## src/rtl/matrix_gather_pkg.sv

```systemverilog
// Shared types and helpers for the matrix gather block: bank select and counter sizing.
package matrix_gather_pkg;

  typedef enum logic {
    BANK0 = 1'b0,
    BANK1 = 1'b1
  } bank_e;

  // A one-beat matrix still needs a 1-bit counter so the port widths stay legal.
  function automatic int cnt_width(input int beats);
    return (beats > 1) ? $clog2(beats) : 1;
  endfunction

endpackage

```

## src/rtl/matrix_gather_bank.sv

```systemverilog
// One storage bank: beat-indexed write of PAR elements, whole-matrix flat read.
module matrix_bank #(
  parameter int WIDTH = 8,
  parameter int ELEMS = 4,
  parameter int PAR   = 2,
  parameter int CW    = 1
) (
  input  logic                       clk,
  input  logic                       wr_en,
  input  logic [CW-1:0]              wr_beat,
  input  logic [PAR-1:0][WIDTH-1:0]  wr_data,
  output logic [ELEMS-1:0][WIDTH-1:0] rd_data
);

  localparam int BEATS = ELEMS / PAR;

  logic [ELEMS-1:0][WIDTH-1:0] mem;

  // Constant indices per beat keep the write decode free of wide index arithmetic.
  for (genvar b = 0; b < BEATS; b++) begin : g_beat
    for (genvar k = 0; k < PAR; k++) begin : g_elem
      always_ff @(posedge clk) begin
        if (wr_en && (wr_beat == CW'(b))) begin
          mem[b*PAR+k] <= wr_data[k];
        end
      end
    end
  end

  assign rd_data = mem;

endmodule

```

## src/rtl/matrix_gather.sv

```systemverilog
// Ping-pong gather of PAR-element beats into a full DIM1 x DIM0 row-major matrix.
module matrix_gather
  import matrix_gather_pkg::*;
#(
  parameter int WIDTH = 8,
  parameter int DIM1  = 2,
  parameter int DIM0  = 2,
  parameter int PAR   = 2
) (
  input  logic                               clk,
  input  logic                               rst,
  input  logic [PAR-1:0][WIDTH-1:0]          in_data,
  input  logic                               in_valid,
  output logic                               in_ready,
  output logic [DIM1*DIM0-1:0][WIDTH-1:0]    out_data,
  output logic                               out_valid,
  input  logic                               out_ready
);

  localparam int ELEMS = DIM1 * DIM0;
  localparam int BEATS = ELEMS / PAR;
  localparam int CW    = cnt_width(BEATS);

  if ((ELEMS % PAR) != 0) begin : g_bad_par
    $fatal(1, "matrix_gather: DIM1*DIM0 must be divisible by PAR");
  end

  bank_e         wr_bank, rd_bank, wr_nxt, rd_nxt;
  logic [CW-1:0] beat_cnt, cnt_nxt;
  logic [1:0]    full, full_nxt;
  logic          in_hs, out_hs, last_beat;
  logic [ELEMS-1:0][WIDTH-1:0] rd0, rd1;

  assign in_ready  = !full[wr_bank];
  assign out_valid = full[rd_bank];
  assign in_hs     = in_valid && in_ready;
  assign out_hs    = out_valid && out_ready;
  assign last_beat = (beat_cnt == CW'(BEATS - 1));

  // in_hs and out_hs can never target the same bank: one needs it empty, the other full.
  always_comb begin
    full_nxt = full;
    wr_nxt   = wr_bank;
    rd_nxt   = rd_bank;
    cnt_nxt  = beat_cnt;
    if (out_hs) begin
      full_nxt[rd_bank] = 1'b0;
      rd_nxt            = bank_e'(~rd_bank);
    end
    if (in_hs) begin
      if (last_beat) begin
        cnt_nxt           = '0;
        full_nxt[wr_bank] = 1'b1;
        wr_nxt            = bank_e'(~wr_bank);
      end else begin
        cnt_nxt = beat_cnt + CW'(1);
      end
    end
  end

  always_ff @(posedge clk) begin
    if (!rst) begin
      wr_bank  <= BANK0;
      rd_bank  <= BANK0;
      beat_cnt <= '0;
      full     <= '0;
    end else begin
      wr_bank  <= wr_nxt;
      rd_bank  <= rd_nxt;
      beat_cnt <= cnt_nxt;
      full     <= full_nxt;
    end
  end

  matrix_bank #(.WIDTH(WIDTH), .ELEMS(ELEMS), .PAR(PAR), .CW(CW)) u_bank0 (
    .clk     (clk),
    .wr_en   (in_hs && (wr_bank == BANK0)),
    .wr_beat (beat_cnt),
    .wr_data (in_data),
    .rd_data (rd0)
  );

  matrix_bank #(.WIDTH(WIDTH), .ELEMS(ELEMS), .PAR(PAR), .CW(CW)) u_bank1 (
    .clk     (clk),
    .wr_en   (in_hs && (wr_bank == BANK1)),
    .wr_beat (beat_cnt),
    .wr_data (in_data),
    .rd_data (rd1)
  );

  assign out_data = (rd_bank == BANK1) ? rd1 : rd0;

endmodule

```

## config.mk

```make
export PLATFORM = sky130hd
export DESIGN_NAME = matrix_gather
export DESIGN_NICKNAME = d
export VERILOG_FILES = /design/src/rtl/matrix_gather_pkg.sv /design/src/rtl/matrix_gather_bank.sv /design/src/rtl/matrix_gather.sv
export SDC_FILE = /design/constraint.sdc
export NUM_CORES = 1
export LEC_CHECK = 0
export CORE_MARGIN = 1
export CORE_UTILIZATION = 54
export DETAILED_ROUTE_END_ITERATION = 8
export PLACE_DENSITY = 0.84
export SLEW_MARGIN = 20
export SYNTH_ARGS = -nofsm -noshare
export SYNTH_HDL_FRONTEND = slang
export SYNTH_SLANG_ARGS = --single-unit
```

## constraint.sdc

```tcl
create_clock -name clk -period 4.5 [get_ports clk]
set_clock_uncertainty 0.05 [all_clocks]
set_input_delay 0.45 -clock clk [delete_from_list [all_inputs] [get_ports clk]]
set_output_delay 0.45 -clock clk [all_outputs]
set_load 0.005 [all_outputs]
```

==> impl_metrics.tcl, run 1 <==
set metrics [dict create \
    cp_num_cells 3 \
    rsz0062_at_grt "no" \
    crit_path_start_kind "register" \
    end_kind "output pin" \
    synthAdderAreaFrac_pct 0 \
    insertion_delay_ps 330 \
    max-vdd-ir-drop_v 0.000250 \
    grt_pass1_wl_um 7640 \
    maxSlewViolCount 0 \
    yosys.area_share.simple_pct 2.37 \
    synth_fp_nets 149 \
    syn_area_um2 2590 \
    worst_ep_arrival_time_ps 2230 \
    p_per_area_nw_per_um2 393 \
    routed_wl_um 4830 \
    yosys.area.top_type_share_pct 74.2 \
    grt_max_degree 28 \
    placement.io_buffers 53 \
    place.detailed.hpwl_um 3270 \
    worst_pin_slew_ps 701 \
    netlist_top_cells_area "edfxtp_1 (74%), mux2_2 (14%), dfxtp_1 (3.9%)" \
    status "finished, violations left" \
    track_usage_pct 21.4 \
    worst_path_largest_cell_delay_ps 610 \
    critical_path_peak_fanout 27 \
    crit_path_start "rd_bank" \
    gp_congestion 0.791 \
    maxSlewHeadroom_pct 53.2 \
    drt-pass1-iter-count 7 \
    r2r-start "wr_bank" \
    core_um2 4470 \
    reg2regPathDepth 3 \
    min-delay-path-class "reg -> reg" \
    postCtsHoldBufs 0 \
    grt_pass1_vias 1481 \
    h-tree-depth 3 \
    required_ps 4000 \
    cp_top_family "buffers and inverters" \
    synth_top_family_by_area "multiplexers" \
    layout_min_cycle_time_ps 2730 \
    syn_to_final_growth_pct 29.5 \
    vias_per_cell 5.55 \
    cts.sinks 69 \
    max-clock-path-buffers 2 \
    cts_buffers 9 \
    postLayoutCoreUtil_pct 75.0 \
    ctsRootBufferMaster "clkbuf_8" \
    seq_area_frac_synth_pct 78.0 \
    cts_tree "yes" \
    ant_nets 0 \
    final_cells 249 \
    yosysWarnings 0 \
    start_util_pct 57.9 \
    pre_cts_ws_ps 2120 \
    wl_per_cell_um 19.4 \
    fin_tns_setup_ps 0 \
    drv_cap 0 \
    die_area_um2 5080 \
    finalCritPeriodShare_pct 60.7 \
    synth_xor_area_share_pct 0 \
    critical_path_class "reg -> out" \
    ff2ff_setup_slack_ps 2560 \
    core.rowCount 24 \
    drtIter0Drc 119 \
    synth.distinct_cells 20 \
    synth_top_area_cell "edfxtp_1" \
    antenna_cells 0 \
    die_h_um 71.3 \
    cts_resized 0 \
    path_cells "buf_4 -> mux2_2 -> clkdlybuf4s50_1" \
    leakage_nw 1.12 \
    syn_area_per_cell_um2 20.1 \
    fin_ws_ps 1770 \
    gr-total-overflow 0 \
    final_layout_size_suffix_gt1_share_pct 27.9 \
    synth_cells 129 \
    die_x_um 71.3 \
    synth_compound_area_share_pct 1.98 \
    setup_viol 0 \
    crit_end "out_data[20]" \
    vias 1381 \
    synth.area.mux_share_pct 15.3 \
    ios 54 \
    post_cts.repair.setup_buffers 0 \
    clk_pin_slew_ps 60 \
    violations "design-rule violations" \
    drc 2 \
    max_freq_ghz 0.366 \
    slowest_stage "dfxtp_1" \
    dp.cells 233 \
    nets 212 \
    path_buf_inv 2 \
    hold_viol 0 \
    antenna_found_initial 0 \
    ys_ff_latch 69 \
    r2r-end "u_bank1.rd_data[19]" \
]
-- power breakdown --
part	total (mW)	switching [mW]	internal, mW
logic	0.145	0.0558	0.0892
registers	0.750	0.0145	0.735
clock network	0.422	0.209	0.213
total	1.32	0.279	1.04
-- tightest hold or removal path, stage by stage, from the launching register on --
cell and delay [ps]:
dfxtp_1 400, nand2_1 90, mux2i_1 70
-- per-stage QoR --
step / cell area, um^2 / hold WS, ps / total power, mW
after floorplan: 2590 / 446 / 0.818
after global placement: 3190 / 508 / 0.901
after detailed placement: 3190 / 543 / 0.910
after CTS: 3350 / 558 / 1.32
after global routing: 3350 / 592 / 1.37
final: 3350 / 555 / 1.32
-- final cells by class --
cell class                 count  area (um^2)
timing repair buffer          58          568
multi-input combinational     53          534
clock buffer                  14          153
inverter                       1         3.75
fill                         245         1120
clock inverter                 2         8.76
tap                           52         65.1
sequential                    69         2020
-- worst min-delay path by stage --
| stage | from | to | slack, ps | cells past startpoint |
|---|---|---|---|---|
| after floorplan | beat_cnt | beat_cnt | 450 | 2 |
| after global placement | beat_cnt | beat_cnt | 510 | 2 |
| after detailed placement | beat_cnt | beat_cnt | 540 | 2 |
| after CTS | beat_cnt | beat_cnt | 560 | 2 |
| after global routing | beat_cnt | beat_cnt | 590 | 2 |
| final | beat_cnt | beat_cnt | 550 | 2 |
-- synth_stat cells --
cell       n
a21oi_1    1
a311oi_1   2
a31oi_1    1
buf_4      1
buf_6      4
clkbuf_2   1
dfxtp_1    5
edfxtp_1  64
inv_1      1
mux2_2    33
mux2i_1    1
mux2i_2    1
nand2_1    4
nand2b_1   1
nand3_1    1
nor2_1     3
nor3_1     1
nor4b_1    1
nor4bb_1   1
o221a_2    2
-- logic make-up after synthesis --
| group | Yosys count |
|---|---|
| simple gates | 12 |
| flops | 69 |
| compound gates | 6 |
| mux | 35 |
| buf+inv | 7 |
-- cell usage in the layout, fill, tap and decap left out, drive strengths merged --
| cell | instances |
|---|---|
| a21oi | 1 |
| a311oi | 2 |
| a31oi | 1 |
| buf | 5 |
| clkbuf | 14 |
| clkdlybuf4s50 | 53 |
| clkinv | 2 |
| dfxtp | 5 |
| edfxtp | 64 |
| inv | 1 |
| mux2 | 33 |
| mux2i | 2 |
| nand2 | 4 |
| nand2b | 1 |
| nand3 | 1 |
| nor2 | 3 |
| nor3 | 1 |
| nor4b | 1 |
| nor4bb | 1 |
| o221a | 2 |
-- registers in the layout, summed over array words and instances (netlist names) --
name	flops
u_bank0.rd_data	32
u_bank1.rd_data	32
full	2
beat_cnt	1
rd_bank	1
wr_bank	1
-- routing by layer --
metal | global-route usage [%] | up-vias | part of all wire, %
met5 | 0 | - | 0
met4 | 9.33 | 0 | 1.4
met3 | 7.45 | 9 | 4.7
met2 | 35.0 | 43 | 52
met1 | 26.1 | 694 | 42
li1 | - | 635 | -
Note: power is estimated with default switching activity, not from simulation.
==> run 2: changes to the inputs <==
Settings changed: CORE_UTILIZATION 54 to 50, PLACE_DENSITY 0.84 to 0.78.
Clock period 4.5 ns to 2.9 ns, I/O delays scaled along.
==> run 2 against run 1 <==
  * The run now ends clean
  * Cell area is 1.2% higher
  * Worst hold slack worse by 11 ps
  * Largest power group unchanged
  * Sequential power up 55%
==> impl_metrics.tcl, run 2 (same netlist as run 1, synthesis figures left out) <==
set metrics [dict create \
    status "finished, final reports clean" \
    drv_cap 0 \
    max_freq_ghz 0.416 \
    core_um2 4850 \
    insertion_delay_ps 320 \
    critical_path_peak_fanout 31 \
    die_area_um2 5470 \
    p_switching_uw 419 \
    cp_top_family "buffers and inverters" \
    fin_ws_ps 495 \
    gp_congestion 0.715 \
    wl_per_cell_um 16.4 \
    slowest_stage "clkdlybuf4s50_1" \
    maxSlewHeadroom_pct 66.0 \
    syn_to_final_growth_pct 31.0 \
    maxSlewViolCount 0 \
    end_kind "output pin" \
    antenna_found_initial 0 \
    ctsRootBufferMaster "clkbuf_8" \
    antenna_cells 0 \
    nets 213 \
    grt_max_degree 32 \
    whs_ps 543 \
    place.detailed.hpwl_um 2780 \
    worst_pin_slew_ps 510 \
    cts_buffers 9 \
    start_util_pct 53.4 \
    track_usage_pct 17.7 \
    die_x_um 74.0 \
    clk_pin_slew_ps 70 \
    die_h_um 74.0 \
    layout_common_cells "edfxtp_1 (64), clkdlybuf4s50_1 (53), mux2_2 (33), clkbuf_8 (11), buf_4 (6)" \
    post_cts.repair.setup_buffers 0 \
    h-tree-depth 3 \
    setup_viol 0 \
    postCtsHoldBufs 0 \
    path_buf_inv 2 \
    max-clock-path-buffers 2 \
    vias_per_cell 5.09 \
    p_per_area_nw_per_um2 604 \
    finalCritPeriodShare_pct 82.9 \
    p_comb_share_pct 11.0 \
    ant_nets 0 \
    critical_path_class "reg -> out" \
    p_clk_share_pct 32.3 \
    worst_ep_arrival_time_ps 2060 \
    core.rowCount 25 \
    cts.sinks 69 \
    seqPwrFrac_pct 56.7 \
    final_cells 265 \
    ios 54 \
    rsz0062_at_grt "no" \
    routed_wl_um 4340 \
    dpl_cell_area_um2 3220 \
    stdcell_area_um2 3390 \
    grt_pass1_wl_um 6770 \
    swShare_pct 20.4 \
    pre_cts_ws_ps 699 \
    vias 1349 \
    drtIter0Drc 53 \
    layout_min_cycle_time_ps 2400 \
    min-delay-path-class "in -> reg" \
    final_layout_size_suffix_gt1_share_pct 29.3 \
    internal_power_mw 1.63 \
    cts_resized 0 \
    grt_pass1_vias 1351 \
    hold_viol 0 \
    cts_tree "yes" \
    worst_path_largest_cell_delay_ps 460 \
    required_ps 2560 \
    path_cells "buf_4 -> mux2_2 -> clkdlybuf4s50_1" \
    layout_commonest_cell "edfxtp_1" \
    crit_path_start_kind "register" \
    drc 0 \
    leakage_nw 1.13 \
    gr-total-overflow 0 \
    fin_tns_setup_ps 0 \
    drt-pass1-iter-count 4 \
    placement.io_buffers 53 \
    dp.cells 249 \
    max-vdd-ir-drop_v 0.000430 \
]
[run 2: cell count changes in the layout (fill, tap and decap cells not counted), sizes merged]
cell    previous run  this run
buf                5         6
clkinv             2         3
clkbuf            14        13
[run 2: worst paths after layout]
kind | from | endpoint | slack (ps) | cells after the start
hold reg to reg | rd_bank | full[1] | 570 | 1
setup reg to reg | wr_bank | u_bank1.rd_data[7] | 1180 | 2
setup / recovery | rd_bank | out_data[22] | 500 | 3
hold / removal | in_data[10] | u_bank1.rd_data[10] | 540 | 1
[run 2: routing by layer]
layer | vias to the layer above | track usage, % | wire [um]
met5 | - | 0 | 0
met3 | 8 | 4.74 | 231
li1 | 636 | - | -
met2 | 44 | 28.4 | 2200
met1 | 661 | 22.2 | 1820
met4 | 0 | 9.62 | 93
[run 2: final cells by class]
cell class | count | area (um^2)
Clock buffer | 13 | 159
Clock inverter | 3 | 12.5
Fill cell | 320 | 1460
Inverter | 1 | 3.75
Multi-Input combinational cell | 53 | 537
Sequential cell | 69 | 2020
Tap cell | 67 | 83.8
Timing Repair Buffer | 59 | 576
[run 2: worst register-to-register path, delay by kind of cell (launching register included)]
| family | cells | cell delay (ps) |
|---|---|---|
| buffers and inverters | 1 | 320 |
| flip-flops | 1 | 530 |
| AND/OR/NAND/NOR | 1 | 510 |
[run 2: power groups by stage]
stage	Sequential [mW]	Combinational, mW	Clock [mW]
final	1.16	0.226	0.663
after CTS	1.16	0.230	0.674
after global placement	1.18	0.223	0
after detailed placement	1.18	0.229	0
after floorplan	1.17	0.0967	0
after global routing	1.17	0.244	0.723
[run 2: metrics by stage]
step	power [mW]	util [%]
final	2.05	70.0
after global routing	2.13	70.0
after CTS	2.07	70.0
after detailed placement	1.41	66.5
after global placement	1.40	66.5
after floorplan	1.27	-
==> run 3: changes to the inputs <==
Settings changed: CORE_UTILIZATION 50 to 45, PLACE_DENSITY 0.78 to 0.75.
Clock period 2.9 ns to 2.2 ns, I/O delays scaled along.
==> run 3 against run 2 <==
  * Power up 48%
  * Critical path depth unchanged
  * Global-route usage down 0.68 points
  * Cell count up 3.4%
  * Critical endpoint is now out_data[23]
==> impl_metrics.tcl, run 3 (same netlist as run 1, synthesis figures left out) <==
set metrics [dict create \
    multi_input_area_um2 546 \
    critical_path_peak_fanout 21 \
    grt_pass1_vias 1449 \
    r2r-end "u_bank0.rd_data[16]" \
    post_cts.repair.setup_buffers 0 \
    end_kind "output pin" \
    hp-start "in_data[3]" \
    nets 217 \
    final_layout_size_suffix_gt1_share_pct 31.7 \
    path_cells "buf_4 -> mux2_2 -> clkdlybuf4s50_1" \
    p_comb_share_pct 10.2 \
    layout_min_cycle_time_ps 2050 \
    hold_viol 0 \
    fin_ws_ps 147 \
    worst_pin_slew_ps 387 \
    holdPathEnd "u_bank0.rd_data[19]" \
    fin_tns_setup_ps 0 \
    cts_resized 0 \
    drc 0 \
    finalPower_mw 3.03 \
    max-vdd-ir-drop_v 0.000549 \
    placement.io_buffers 53 \
    gp_congestion 0.662 \
    status "finished, final reports clean" \
    antenna_found_initial 0 \
    pre_cts_ws_ps 478 \
    leakage_nw 1.19 \
    die_x_um 77.9 \
    clk_pin_slew_ps 70 \
    gr-total-overflow 0 \
    crit_path_start_kind "register" \
    critical_path_class "reg -> out" \
    p_switching_uw 592 \
    setup_viol 0 \
    syn_to_final_growth_pct 35.2 \
    insertion_delay_ps 330 \
    cts_tree "yes" \
    swShare_pct 19.5 \
    internal_power_mw 2.44 \
    drv_cap 0 \
    slowest_stage "clkdlybuf4s50_1" \
    ctsRootBufferMaster "clkbuf_8" \
    routed_wl_um 4550 \
    postLayoutCoreUtil_pct 63.3 \
    n_fill_cell 391 \
    layout_common_cells "edfxtp_1 (64), clkdlybuf4s50_1 (53), mux2_2 (33), buf_4 (10), clkbuf_8 (9)" \
    grt_pass1_wl_um 7390 \
    stdcell_area_um2 3500 \
    vias_per_cell 5.00 \
    antenna_cells 0 \
    whs_ps 474 \
    max_freq_ghz 0.487 \
    final_cells 274 \
    die_h_um 77.9 \
    die_area_um2 6070 \
    required_ps 1930 \
    maxSlewViolCount 0 \
    p_per_area_nw_per_um2 866 \
    dp.cells 258 \
    worst_path_largest_cell_delay_ps 450 \
    core_um2 5540 \
    drtIter0Drc 90 \
    rsz0062_at_grt "no" \
    wl_per_cell_um 16.6 \
    r2r-start "beat_cnt" \
    maxSlewHeadroom_pct 74.1 \
    postCtsHoldBufs 0 \
    max-clock-path-buffers 2 \
    ant_nets 0 \
    register_area_um2 2020 \
    reg2regPathDepth 3 \
    worst_ep_arrival_time_ps 1780 \
    h-tree-depth 3 \
    core.rowCount 27 \
    cts_buffers 9 \
    drt-pass1-iter-count 4 \
    start_util_pct 46.8 \
    layout_commonest_cell "edfxtp_1" \
    grt_max_degree 22 \
    min-delay-path-class "in -> reg" \
    p_clk_share_pct 39.3 \
    vias 1370 \
    seqPwrFrac_pct 50.5 \
    place.detailed.hpwl_um 3060 \
    cts.sinks 69 \
    dpl_cell_area_um2 3270 \
    track_usage_pct 17.0 \
    ff2ff_setup_slack_ps 780 \
    finalCritPeriodShare_pct 93.3 \
    ios 54 \
    hold_depth 1 \
]
-- run 3: cell count changes in the layout (fill, tap and decap cells not counted), moves of 2 or more --
cell	delta
clkbuf_1	-2
clkbuf_8	-2
bufinv_16	+3
buf_4	+4
-- run 3: critical path, delay by kind of cell, from the launching register on --
kind | cells | cell delay [ps]
flops | 1 | 330
mux | 1 | 390
buf+inv | 2 | 730
-- run 3: layer usage --
metal  share of wire (%)  global-route usage [%]
met5                   0                       0
met4                 1.1                    8.30
met3                 7.1                    6.00
met2                  48                    26.2
met1                  44                    21.4
-- run 3: power by group through the flow --
| stage | Sequential [mW] | Combinational (mW) | Clock [mW] |
|---|---|---|---|
| after floorplan | 1.55 | 0.130 | 0 |
| after global placement | 1.56 | 0.305 | 0 |
| after detailed placement | 1.56 | 0.311 | 0 |
| after CTS | 1.53 | 0.314 | 1.22 |
| after global routing | 1.54 | 0.334 | 1.26 |
| final | 1.53 | 0.309 | 1.19 |
-- run 3: layout make-up --
type                            instances  area share (%)
Inverter                                1           0.107
Sequential cell                        69            57.7
Clock buffer                            9            3.53
Multi-Input combinational cell         53            15.6
Timing Repair Buffer                   63            17.3
Tap cell                               72            2.57
Clock inverter                          7            3.25
-- run 3: how the worst max path moves through the flow --
stage / startpoint / endpoint / depth (start not counted)
2_1_floorplan: beat_cnt / u_bank0.rd_data[16] / 2
3_3_place_gp: in_valid / u_bank1.rd_data[13] / 3
3_5_place_dp: in_valid / u_bank1.rd_data[3] / 3
4_1_cts: rd_bank / out_data[10] / 3
5_1_grt: rd_bank / out_data[22] / 3
6_report: rd_bank / out_data[23] / 3
